## config.mk

```make
export PLATFORM = sky130hd
export DESIGN_NAME = fpu_compare_sequencer_flat
export DESIGN_NICKNAME = d
export VERILOG_FILES = /design/src/rtl/fpu_compare_sequencer_if.sv /design/src/rtl/fpu_compare_sequencer.sv /design/src/flat_wrapper.sv
export SDC_FILE = /design/constraint.sdc
export NUM_CORES = 1
export LEC_CHECK = 0
export BUFFER_PORTS_ARGS = -buffer_cell sky130_fd_sc_hd__buf_2
export CAP_MARGIN = 40
export CELL_PAD_IN_SITES_DETAIL_PLACEMENT = 2
export CELL_PAD_IN_SITES_GLOBAL_PLACEMENT = 2
export CORE_UTILIZATION = 29
export DETAILED_ROUTE_END_ITERATION = 10
export GPL_TIMING_DRIVEN = 0
export PLACE_DENSITY_LB_ADDON = 0.1
export SYNTH_ARGS = -nofsm -noshare
export SYNTH_HDL_FRONTEND = slang
export SYNTH_SLANG_ARGS = --single-unit
```

## constraint.sdc

```tcl
create_clock -name clk -period 3.2 [get_ports clk]
set_input_delay 0.16 -clock clk [delete_from_list [all_inputs] [get_ports clk]]
set_output_delay 0.16 -clock clk [all_outputs]
set_load 0.02 [all_outputs]
```

## src/rtl/fpu_compare_sequencer_if.sv

```systemverilog
// fpu_compare_sequencer_if: dispatch, register-stack, comparator and status-word signals of the compare sequencer
interface fpu_compare_sequencer_if #(
  parameter int DATA_W = 80
);
  logic              execute;
  logic [7:0]        instruction;
  logic [2:0]        stack_index;
  logic              im_mask;
  logic [2:0]        rd_addr;
  logic [DATA_W-1:0] rd_data;
  logic              rd_empty;
  logic              cmp_start;
  logic [DATA_W-1:0] cmp_a;
  logic [DATA_W-1:0] cmp_b;
  logic              cmp_done;
  logic [1:0]        cmp_res;
  logic              cc_write;
  logic [3:0]        cc;
  logic              exc_valid;
  logic              exc_ie;
  logic              exc_sf;
  logic              exc_de;
  logic              pop;
  logic              ready;
  logic              error;
  modport slave (
    input  execute, instruction, stack_index, im_mask, rd_data, rd_empty, cmp_done, cmp_res,
    output rd_addr, cmp_start, cmp_a, cmp_b, cc_write, cc, exc_valid, exc_ie, exc_sf, exc_de,
           pop, ready, error
  );
  modport master (
    output execute, instruction, stack_index, im_mask, rd_data, rd_empty, cmp_done, cmp_res,
    input  rd_addr, cmp_start, cmp_a, cmp_b, cc_write, cc, exc_valid, exc_ie, exc_sf, exc_de,
           pop, ready, error
  );
endinterface

```

## src/rtl/fpu_compare_sequencer.sv

```systemverilog
// fpu_compare_sequencer: sequences FCOM/FCOMP/FCOMPP/FTST/FXAM through stack reads, the shared comparator, C3..C0 and pops
module fpu_compare_sequencer #(
  parameter int         DATA_W      = 80,
  parameter int         CMP_TIMEOUT = 16,
  parameter logic [7:0] OPC_FCOM    = 8'h60,
  parameter logic [7:0] OPC_FCOMP   = 8'h61,
  parameter logic [7:0] OPC_FCOMPP  = 8'h62,
  parameter logic [7:0] OPC_FTST    = 8'h63,
  parameter logic [7:0] OPC_FXAM    = 8'h64
) (
  input logic                   clk,
  input logic                   reset,
  fpu_compare_sequencer_if.slave bus
);
  localparam int CW = $clog2(CMP_TIMEOUT + 1);
  typedef enum logic [2:0] {IDLE, RDA, RDB, CMP, WAIT, CC, POP1, POP2} state_t;
  state_t            state, state_n;
  logic [7:0]        op;
  logic [2:0]        idx;
  logic              mask;
  logic              ea;
  logic              err_op;
  logic [CW-1:0]     cnt;
  logic              opc_ok;
  logic              is_fcomp;
  logic              is_fcompp;
  logic              is_ftst;
  logic              is_fxam;
  logic              e_any;
  logic [DATA_W-1:0] b_n;

  function automatic logic is_nan(input logic [DATA_W-1:0] x);
    return x[78:64] == 15'h7fff && x[62:0] != '0;
  endfunction

  function automatic logic is_den(input logic [DATA_W-1:0] x);
    return x[78:64] == '0 && x[63:0] != '0;
  endfunction

  // class code {C3,C2,C0} from exponent/mantissa; C1 always carries the sign
  function automatic logic [3:0] fxam_cc(input logic [DATA_W-1:0] x, input logic e);
    logic [2:0] k;
    k = e ? 3'b101 :
        x[78:64] == '0 ? (x[63:0] == '0 ? 3'b100 : 3'b110) :
        x[78:64] == 15'h7fff ? (x[62:0] != '0 ? 3'b001 : x[63] ? 3'b011 : 3'b000) :
        x[63] ? 3'b010 : 3'b000;
    return {k[2], k[1], x[79], k[0]};
  endfunction

  function automatic logic [3:0] res_cc(input logic [1:0] r);
    return r == 2'b00 ? 4'b0000 : r == 2'b01 ? 4'b0001 : r == 2'b10 ? 4'b1000 : 4'b1101;
  endfunction

  // state register
  always_ff @(posedge clk) begin
    if (reset) state <= IDLE;
    else state <= state_n;
  end

  // next state, handshake pulses and operand-B selection
  always_comb begin
    opc_ok = bus.instruction == OPC_FCOM || bus.instruction == OPC_FCOMP ||
             bus.instruction == OPC_FCOMPP || bus.instruction == OPC_FTST ||
             bus.instruction == OPC_FXAM;
    is_fcomp = op == OPC_FCOMP;
    is_fcompp = op == OPC_FCOMPP;
    is_ftst = op == OPC_FTST;
    is_fxam = op == OPC_FXAM;
    b_n = is_ftst ? '0 : bus.rd_data;
    e_any = ea || (!is_ftst && bus.rd_empty);
    state_n = state;
    bus.ready = 1'b0;
    bus.pop = 1'b0;
    bus.cc_write = 1'b0;
    bus.exc_valid = 1'b0;
    bus.error = err_op;
    case (state)
      IDLE: begin
        bus.ready = 1'b1;
        if (bus.execute && opc_ok) state_n = RDA;
      end
      RDA: state_n = RDB;
      RDB: state_n = is_fxam ? CC : CMP;
      CMP: state_n = e_any ? CC : WAIT;
      WAIT: begin
        if (bus.cmp_done) state_n = CC;
        else if (cnt == '0) begin
          state_n = IDLE;
          bus.error = 1'b1;
        end
      end
      CC: begin
        bus.cc_write = 1'b1;
        bus.exc_valid = bus.exc_ie || bus.exc_sf || bus.exc_de;
        bus.error = bus.exc_ie && !mask;
        state_n = bus.error ? IDLE : (is_fcomp || is_fcompp) ? POP1 : IDLE;
      end
      POP1: begin
        bus.pop = 1'b1;
        state_n = is_fcompp ? POP2 : IDLE;
      end
      POP2: begin
        bus.pop = 1'b1;
        state_n = IDLE;
      end
      default: state_n = IDLE;
    endcase
  end

  // operand capture, read address, comparator launch, timeout counter and C3..C0/exception registers
  always_ff @(posedge clk) begin
    if (reset) begin
      op <= '0;
      idx <= '0;
      mask <= 1'b0;
      ea <= 1'b0;
      err_op <= 1'b0;
      cnt <= '0;
      bus.rd_addr <= '0;
      bus.cmp_start <= 1'b0;
      bus.cmp_a <= '0;
      bus.cmp_b <= '0;
      bus.cc <= '0;
      bus.exc_ie <= 1'b0;
      bus.exc_sf <= 1'b0;
      bus.exc_de <= 1'b0;
    end else begin
      bus.cmp_start <= state == CMP && !e_any;
      err_op <= state == IDLE && bus.execute && !opc_ok;
      if (state == IDLE && bus.execute && opc_ok) begin
        op <= bus.instruction;
        idx <= bus.stack_index;
        mask <= bus.im_mask;
        bus.rd_addr <= '0;
        bus.exc_ie <= 1'b0;
        bus.exc_sf <= 1'b0;
        bus.exc_de <= 1'b0;
      end
      if (state == RDA) bus.rd_addr <= is_fcompp ? 3'd1 : (is_ftst || is_fxam) ? 3'd0 : idx;
      if (state == RDB) begin
        bus.cmp_a <= bus.rd_data;
        ea <= bus.rd_empty;
        if (is_fxam) bus.cc <= fxam_cc(bus.rd_data, bus.rd_empty);
      end
      if (state == CMP) begin
        bus.cmp_b <= b_n;
        cnt <= CW'(CMP_TIMEOUT);
        bus.exc_ie <= e_any || is_nan(bus.cmp_a) || is_nan(b_n);
        bus.exc_sf <= e_any;
        bus.exc_de <= !e_any && (is_den(bus.cmp_a) || is_den(b_n));
        if (e_any) bus.cc <= 4'b1101;
      end
      if (state == WAIT) begin
        if (cnt != '0) cnt <= cnt - CW'(1);
        if (bus.cmp_done) bus.cc <= res_cc(bus.cmp_res);
      end
    end
  end
endmodule

```

## src/flat_wrapper.sv

```systemverilog
// flat-port wrapper written by rule: the top's interface ports become plain ports
module fpu_compare_sequencer_flat 
#(
  parameter int         DATA_W      = 80,
  parameter int         CMP_TIMEOUT = 16,
  parameter logic [7:0] OPC_FCOM    = 8'h60,
  parameter logic [7:0] OPC_FCOMP   = 8'h61,
  parameter logic [7:0] OPC_FCOMPP  = 8'h62,
  parameter logic [7:0] OPC_FTST    = 8'h63,
  parameter logic [7:0] OPC_FXAM    = 8'h64
)
  (clk, reset, bus_execute, bus_instruction, bus_stack_index, bus_im_mask, bus_rd_data, bus_rd_empty, bus_cmp_done, bus_cmp_res, bus_rd_addr, bus_cmp_start, bus_cmp_a, bus_cmp_b, bus_cc_write, bus_cc, bus_exc_valid, bus_exc_ie, bus_exc_sf, bus_exc_de, bus_pop, bus_ready, bus_error);
  fpu_compare_sequencer_if #(.DATA_W(DATA_W)) bus_i ();
  input logic clk;
  input logic reset;
  input wire logic [$bits(bus_i.execute)-1:0] bus_execute;
  input wire logic [$bits(bus_i.instruction)-1:0] bus_instruction;
  input wire logic [$bits(bus_i.stack_index)-1:0] bus_stack_index;
  input wire logic [$bits(bus_i.im_mask)-1:0] bus_im_mask;
  input wire logic [$bits(bus_i.rd_data)-1:0] bus_rd_data;
  input wire logic [$bits(bus_i.rd_empty)-1:0] bus_rd_empty;
  input wire logic [$bits(bus_i.cmp_done)-1:0] bus_cmp_done;
  input wire logic [$bits(bus_i.cmp_res)-1:0] bus_cmp_res;
  output wire logic [$bits(bus_i.rd_addr)-1:0] bus_rd_addr;
  output wire logic [$bits(bus_i.cmp_start)-1:0] bus_cmp_start;
  output wire logic [$bits(bus_i.cmp_a)-1:0] bus_cmp_a;
  output wire logic [$bits(bus_i.cmp_b)-1:0] bus_cmp_b;
  output wire logic [$bits(bus_i.cc_write)-1:0] bus_cc_write;
  output wire logic [$bits(bus_i.cc)-1:0] bus_cc;
  output wire logic [$bits(bus_i.exc_valid)-1:0] bus_exc_valid;
  output wire logic [$bits(bus_i.exc_ie)-1:0] bus_exc_ie;
  output wire logic [$bits(bus_i.exc_sf)-1:0] bus_exc_sf;
  output wire logic [$bits(bus_i.exc_de)-1:0] bus_exc_de;
  output wire logic [$bits(bus_i.pop)-1:0] bus_pop;
  output wire logic [$bits(bus_i.ready)-1:0] bus_ready;
  output wire logic [$bits(bus_i.error)-1:0] bus_error;
  assign bus_i.execute = bus_execute;
  assign bus_i.instruction = bus_instruction;
  assign bus_i.stack_index = bus_stack_index;
  assign bus_i.im_mask = bus_im_mask;
  assign bus_i.rd_data = bus_rd_data;
  assign bus_i.rd_empty = bus_rd_empty;
  assign bus_i.cmp_done = bus_cmp_done;
  assign bus_i.cmp_res = bus_cmp_res;
  assign bus_rd_addr = bus_i.rd_addr;
  assign bus_cmp_start = bus_i.cmp_start;
  assign bus_cmp_a = bus_i.cmp_a;
  assign bus_cmp_b = bus_i.cmp_b;
  assign bus_cc_write = bus_i.cc_write;
  assign bus_cc = bus_i.cc;
  assign bus_exc_valid = bus_i.exc_valid;
  assign bus_exc_ie = bus_i.exc_ie;
  assign bus_exc_sf = bus_i.exc_sf;
  assign bus_exc_de = bus_i.exc_de;
  assign bus_pop = bus_i.pop;
  assign bus_ready = bus_i.ready;
  assign bus_error = bus_i.error;
  fpu_compare_sequencer #(.DATA_W(DATA_W), .CMP_TIMEOUT(CMP_TIMEOUT), .OPC_FCOM(OPC_FCOM), .OPC_FCOMP(OPC_FCOMP), .OPC_FCOMPP(OPC_FCOMPP), .OPC_FTST(OPC_FTST), .OPC_FXAM(OPC_FXAM)) u_core (.clk(clk), .reset(reset), .bus(bus_i));
endmodule
```

# After elaboration in Yosys (flattened, before gate mapping)
# Index checks and enable logic that the tools add are counted.
# totals
reg_bits	193
in_bits	99
output_inout_bits	176
# op_classes
addsub	1
eq_ne	23
n_mux	44
reduce_logical	45
# op_table
cell	n
$reduce_bool 63->1	3
$reduce_bool 64->1	2
$mux 80	1
$eq 8x7->1 const B	9
$logic_not 64->1	1
$mux 3	16
$eq 15x15->1 const B	3
$logic_not 15->1	3
$mux 4	8
$pmux 3 s8	1
$mux 5	3
$eq 3x3->1 const B	4
$logic_and 1x1->1	12
$logic_or 1x1->1	12
$mux 1	11
$eq 3x2->1 const B	2
$mux 2	3
$logic_not 5->1	1
$reduce_bool 5->1	1
$sub 5x1->5 const B	1
$logic_not 1->1	4
$reduce_bool 2->1	2
$eq 3x1->1 const B	1
$logic_not 3->1	1
8 further kinds	8

# Logic depth before layout (Yosys ltp)
# depth
ltp_word	11
depth_mapped	9
depth_no_buf	8

# Worst setup path after synthesis
# Ideal clock, no wire load.
# synth_timing
path_type	register -> register
from	register u_core.state[1]
to	register u_core.bus.cc[2]
setup_time_ns	0.080
arrival_ns	2.056
required_ns	3.120
path_slack_ns	1.065
stages_incl_launch_ff	9
path_buffers	2
path_cell_list	dfxtp_1 -> inv_2 -> or3_1 -> buf_2 -> or3_1 -> buf_2 -> or2_0 -> a211o_1 -> a211oi_2
# synth_via
elab_chain_cells	6
elab_cells_between_ends	8
cone_classes	eq/ne: 3; mux: 5
# synth_rtl
item	line	text
start, declared	fpu_compare_sequencer.sv:17	state_t state, state_n;
start signal, assigned	fpu_compare_sequencer.sv:57	else state <= state_n;
$eq 3x2->1	fpu_compare_sequencer.sv:140	if (state == RDB) begin
$mux 4	fpu_compare_sequencer.sv:140	
$mux 4	fpu_compare_sequencer.sv:151	if (e_any) bus.cc <= 4'b1101;
$mux 4	fpu_compare_sequencer.sv:145	if (state == CMP) begin
$mux 4	fpu_compare_sequencer.sv:155	if (bus.cmp_done) bus.cc <= res_cc(bus.cmp_res);
$mux 4 (*)	fpu_compare_sequencer.sv:153	if (state == WAIT) begin
end signal, assigned	fpu_compare_sequencer.sv:143	if (is_fxam) bus.cc <= fxam_cc(bus.rd_data, bus.rd_empty);
end signal, assigned	fpu_compare_sequencer.sv:155	
end, declared	fpu_compare_sequencer_if.sv:28	output rd_addr, cmp_start, cmp_a, cmp_b, cc_write, cc, exc_valid, exc_ie, exc_sf, exc_de,
# Every way passes the cells marked *; elsewhere a longest branch is shown, timed or not.
# A chain may end at the register's enable or synchronous reset.

# Worst setup path after layout
# layout_timing
from	register u_core.state[0]
to	register u_core.bus.cmp_b[76]
# layout_via
elab_chain_cells	1
# layout_rtl
item	line	text
$eq 3x2->1	fpu_compare_sequencer.sv:145	
end signal, assigned	fpu_compare_sequencer.sv:146	bus.cmp_b <= b_n;
end, declared	fpu_compare_sequencer_if.sv:28	
# No other way between the ends.

==> flow_summary.rst <==
.. list-table::
   :header-rows: 1

   * - Metric
     - Value
   * - Result of the run
     - complete, no violations
   * - Clock root buffer
     - sky130_fd_sc_hd__clkbuf_16
   * - Post-cts resize count
     - 0
   * - Critical Path Source Type
     - flip-flop
   * - Routability congestion estimate from global placement
     - 0.763
   * - Detailed-route wire length
     - 34.0 mm
   * - Number of distinct library cell variants in the gate-level netlist after synthesis
     - 45
   * - Number of failing setup endpoints in the final timing report
     - 0
   * - Final slew viol count
     - 0
   * - Proportion of register bits with asynchronous set or reset after synthesis
     - 0%
   * - Num CTS Buffers
     - 17
   * - Final-stage net count
     - 1437
   * - Initial cell density of the core
     - 29.6%
   * - H-tree Lvls
     - 4
   * - Total half-perimeter wirelength after legalization and detailed placement
     - 24.6 mm
   * - CP arrival
     - 3.22 ns
   * - Overall die height
     - 162 um
   * - Maximum number of pins on one net before global-route repair
     - 21
   * - Finished Cell Area
     - 10700 sq um
   * - Leading cell types in the layout, fill and taps excluded
     - sky130_fd_sc_hd__buf_2 (275), sky130_fd_sc_hd__nand2_1 (269), sky130_fd_sc_hd__dfxtp_1 (193), sky130_fd_sc_hd__a21oi_1 (180), sky130_fd_sc_hd__nand3_1 (88)
   * - Hold crit path type
     - in2reg
   * - N_diodes
     - 0
   * - Final critical path time including I/O delays and setup
     - 2.85 ns
   * - Yosys warning total
     - 0
   * - Clock transition at the registers of the reported paths
     - 0.08 ns
   * - Switching part of the total
     - 31.7%
   * - Synthesized instance count
     - 964
   * - Dominant synthesized flop cell
     - sky130_fd_sc_hd__dfxtp_1
   * - Port buffer count
     - 273
   * - Via count of the first global-routing pass
     - 9201
   * - Part of the power in registers
     - 44.2%
   * - Hold Violations, Final
     - 0
   * - Post-DRT Antenna Nets
     - 0
   * - Power density relative to cell area
     - 545 nW/um^2
   * - Layout cells sized above 1
     - 23.3%
   * - Internal Pwr Total
     - 0.00398 W
   * - Post-CTS setup-driven buffer insertion count
     - 0
   * - Syn Nets
     - 1064
   * - Leak
     - 4.33 nW
   * - Clock Path Buffers
     - 2
   * - Floorplan core area
     - 25200 sq um
   * - Instance area after placement
     - 9280 sq um
   * - Maximum Capacitance Violations
     - 0
   * - Most common cell after layout, fill and taps aside
     - sky130_fd_sc_hd__buf_2
   * - Worst Setup Path Type
     - reg2reg
   * - Highest clock frequency the design can meet
     - 351 MHz
   * - Data required time of the worst path
     - 3.57 ns
   * - Portion of total power attributed to combinational logic
     - 16.3%
   * - Sequential cell area fraction in the yosys report
     - 51.8%
   * - Minimum setup slack in the final design
     - 0.349 ns
   * - Per-cell routed wire length
     - 20.3 um
   * - Filler Cell Count
     - 2941
   * - Sequential standard cell area
     - 3860 sq um
   * - Via density per instance
     - 5.08
   * - Wire length of the first global-routing pass
     - 52.2 mm
   * - Relative slew slack
     - 46.8%
   * - Count of flip-flops with a built-in enable after synthesis
     - 0
   * - Die Outline Area
     - 26400 sq um
   * - Number of antenna violations at the first check in global routing
     - 0
   * - Final sum of negative setup slack
     - 0 ns
   * - Number of rows created at floorplan
     - 58
   * - Worst setup skew after layout
     - 0.0240 ns
   * - Unrepaired setup endpoints after global routing
     - false
   * - Clk Latency, worst-skew pair
     - 0.46 ns
   * - Psw
     - 0.00185 W
   * - Ports
     - 275
   * - Iteration count of the initial detailed-routing pass
     - 4
   * - Floorplan die width
     - 162 um
   * - GRT overflow
     - 0
   * - Slew at the pin closest to its max-slew limit
     - 0.791 ns
   * - Synthesis-stage register bit count
     - 193
   * - Clock sinks
     - 193
   * - Area used by multi-input combinational logic
     - 3310 sq um
   * - Post-synthesis to final-layout area growth
     - 43.3%
   * - Kind of capture point of the worst setup path
     - flip-flop
   * - Synth Cell Area
     - 7460 sq um
   * - Average instance area after synthesis
     - 7.74 sq um
   * - Starting DRC count in detailed routing
     - 522
   * - Drt drc
     - 0
   * - Worst IR Drop VDD
     - 0.309 mV
   * - Max Fanout on Critical Path
     - 10
   * - Global-route usage over all layers
     - 26.0%
   * - Post-CTS Hold Buffers
     - 78
   * - Worst slack, placed
     - 0.446 ns
   * - Via count
     - 8539
   * - Clock Power Share
     - 39.6%
   * - CTS tree
     - built
   * - Period Utilization, post-route
     - 89.1%
## worst paths after layout
| path | slack [ns] | startpoint | depth (start not counted) | end |
|---|---|---|---|---|
| max | 0.35 | u_core.state[0] | 7 | u_core.bus.cmp_b[76] |
| min | 0.007 | bus_rd_data[0] | 3 | u_core.bus.cmp_a[0] |
| max reg2reg | 0.35 | u_core.state[0] | 7 | u_core.bus.cmp_b[76] |
| min reg2reg | 0.45 | u_core.bus.cmp_b[31] | 2 | u_core.bus.cmp_b[31] |
## logic make-up (layout without fill, tap and decap cells)
family | count (synthesis) | in the layout | synth area share, %
AOI/OAI and AO/OA | 208 | 208 | 14.8
adders and majority gates | 1 | 1 | 0.168
buffers and inverters | 77 | 463 | 3.91
DFF | 193 | 193 | 51.8
muxes | 2 | 2 | 0.268
and+or+nand+nor | 483 | 483 | 29.1
## metrics by stage
stage	util, %	cells	hold WS, ns	power [W]
after floorplan	-	964	0.278	0.00307
after global placement	36.7	1567	0.406	0.00347
after detailed placement	36.9	1570	0.417	0.00349
after CTS	42.5	1680	0.000463	0.00586
after global routing	42.5	1680	0.00157	0.00605
final	42.5	1680	0.00743	0.00582
## flip-flops by register name, indices dropped and copies added (netlist names)
| signal | count |
|---|---|
| u_core.bus.exc_de | 1 |
| u_core.bus.cc | 4 |
| u_core.bus.exc_ie | 1 |
| u_core.state | 3 |
| u_core.bus.exc_sf | 1 |
| u_core.bus.cmp_start | 1 |
| u_core.bus.rd_addr | 3 |
| u_core.bus.cmp_a | 80 |
| u_core.err_op | 1 |
| u_core.ea | 1 |
| u_core.mask | 1 |
| u_core.bus.cmp_b | 80 |
| u_core.cnt | 5 |
| u_core.op | 8 |
| u_core.idx | 3 |
## metal layers
metal	GRT usage, %	wire length, um
met2	43.1	16000
met3	5.35	2020
met1	32.8	15000
met5	0	0
met4	10.5	983
## power by group through the flow
stage	combinational, W	sequential (W)	clock (W)
5_1_grt	0.00103	0.00259	0.00243
3_5_place_dp	0.000865	0.00263	0
3_3_place_gp	0.000849	0.00263	0
4_1_cts	0.000947	0.00257	0.00234
2_1_floorplan	0.000360	0.00271	0
6_report	0.000946	0.00257	0.00230
## critical path, cell delays in order (launching register included)
cell and delay (ns):
sky130_fd_sc_hd__dfxtp_1 0.36, sky130_fd_sc_hd__inv_1 0.26, sky130_fd_sc_hd__or3_1 0.16, sky130_fd_sc_hd__clkbuf_1 0.56, sky130_fd_sc_hd__clkbuf_1 0.60, sky130_fd_sc_hd__clkbuf_1 0.52
sky130_fd_sc_hd__nand2_1 0.13, sky130_fd_sc_hd__a21oi_1 0.18
## cells in the mapped netlist (2+ instances only)
library cell	number	share of area, %
sky130_fd_sc_hd__a31oi_1	3	0.25
sky130_fd_sc_hd__mux2i_1	2	0.27
sky130_fd_sc_hd__and2_1	4	0.34
sky130_fd_sc_hd__or3b_1	2	0.23
sky130_fd_sc_hd__a211oi_1	2	0.20
sky130_fd_sc_hd__a21boi_0	2	0.20
sky130_fd_sc_hd__nor4_1	41	3.4
sky130_fd_sc_hd__o21ai_0	7	0.47
sky130_fd_sc_hd__a22oi_1	2	0.20
sky130_fd_sc_hd__nand4_1	14	1.2
sky130_fd_sc_hd__and4_1	2	0.23
sky130_fd_sc_hd__nand3_1	88	5.9
sky130_fd_sc_hd__a21oi_1	180	12
sky130_fd_sc_hd__nand2_1	269	14
sky130_fd_sc_hd__or3_1	5	0.42
sky130_fd_sc_hd__buf_2	2	0.13
sky130_fd_sc_hd__inv_1	6	0.30
sky130_fd_sc_hd__nor3_1	17	1.1
sky130_fd_sc_hd__nor2b_1	3	0.25
sky130_fd_sc_hd__clkbuf_1	67	3.4
sky130_fd_sc_hd__nor3b_1	2	0.20
sky130_fd_sc_hd__nor2_1	24	1.2
sky130_fd_sc_hd__dfxtp_1	193	52
sky130_fd_sc_hd__nand2b_1	4	0.34
sky130_fd_sc_hd__or2_2	2	0.17
sky130_fd_sc_hd__and3_1	2	0.17
## cell type report
| class | count | area share (%) |
|---|---|---|
| tap | 330 | 3.86 |
| sequential | 193 | 36.1 |
| clock buffer | 18 | 4.11 |
| timing repair buffer | 354 | 20.4 |
| buffer | 70 | 2.48 |
| multi-input combinational | 694 | 31.0 |
| inverter | 7 | 0.246 |
| clock inverter | 14 | 1.79 |
Note: power is estimated with default switching activity, not from simulation.
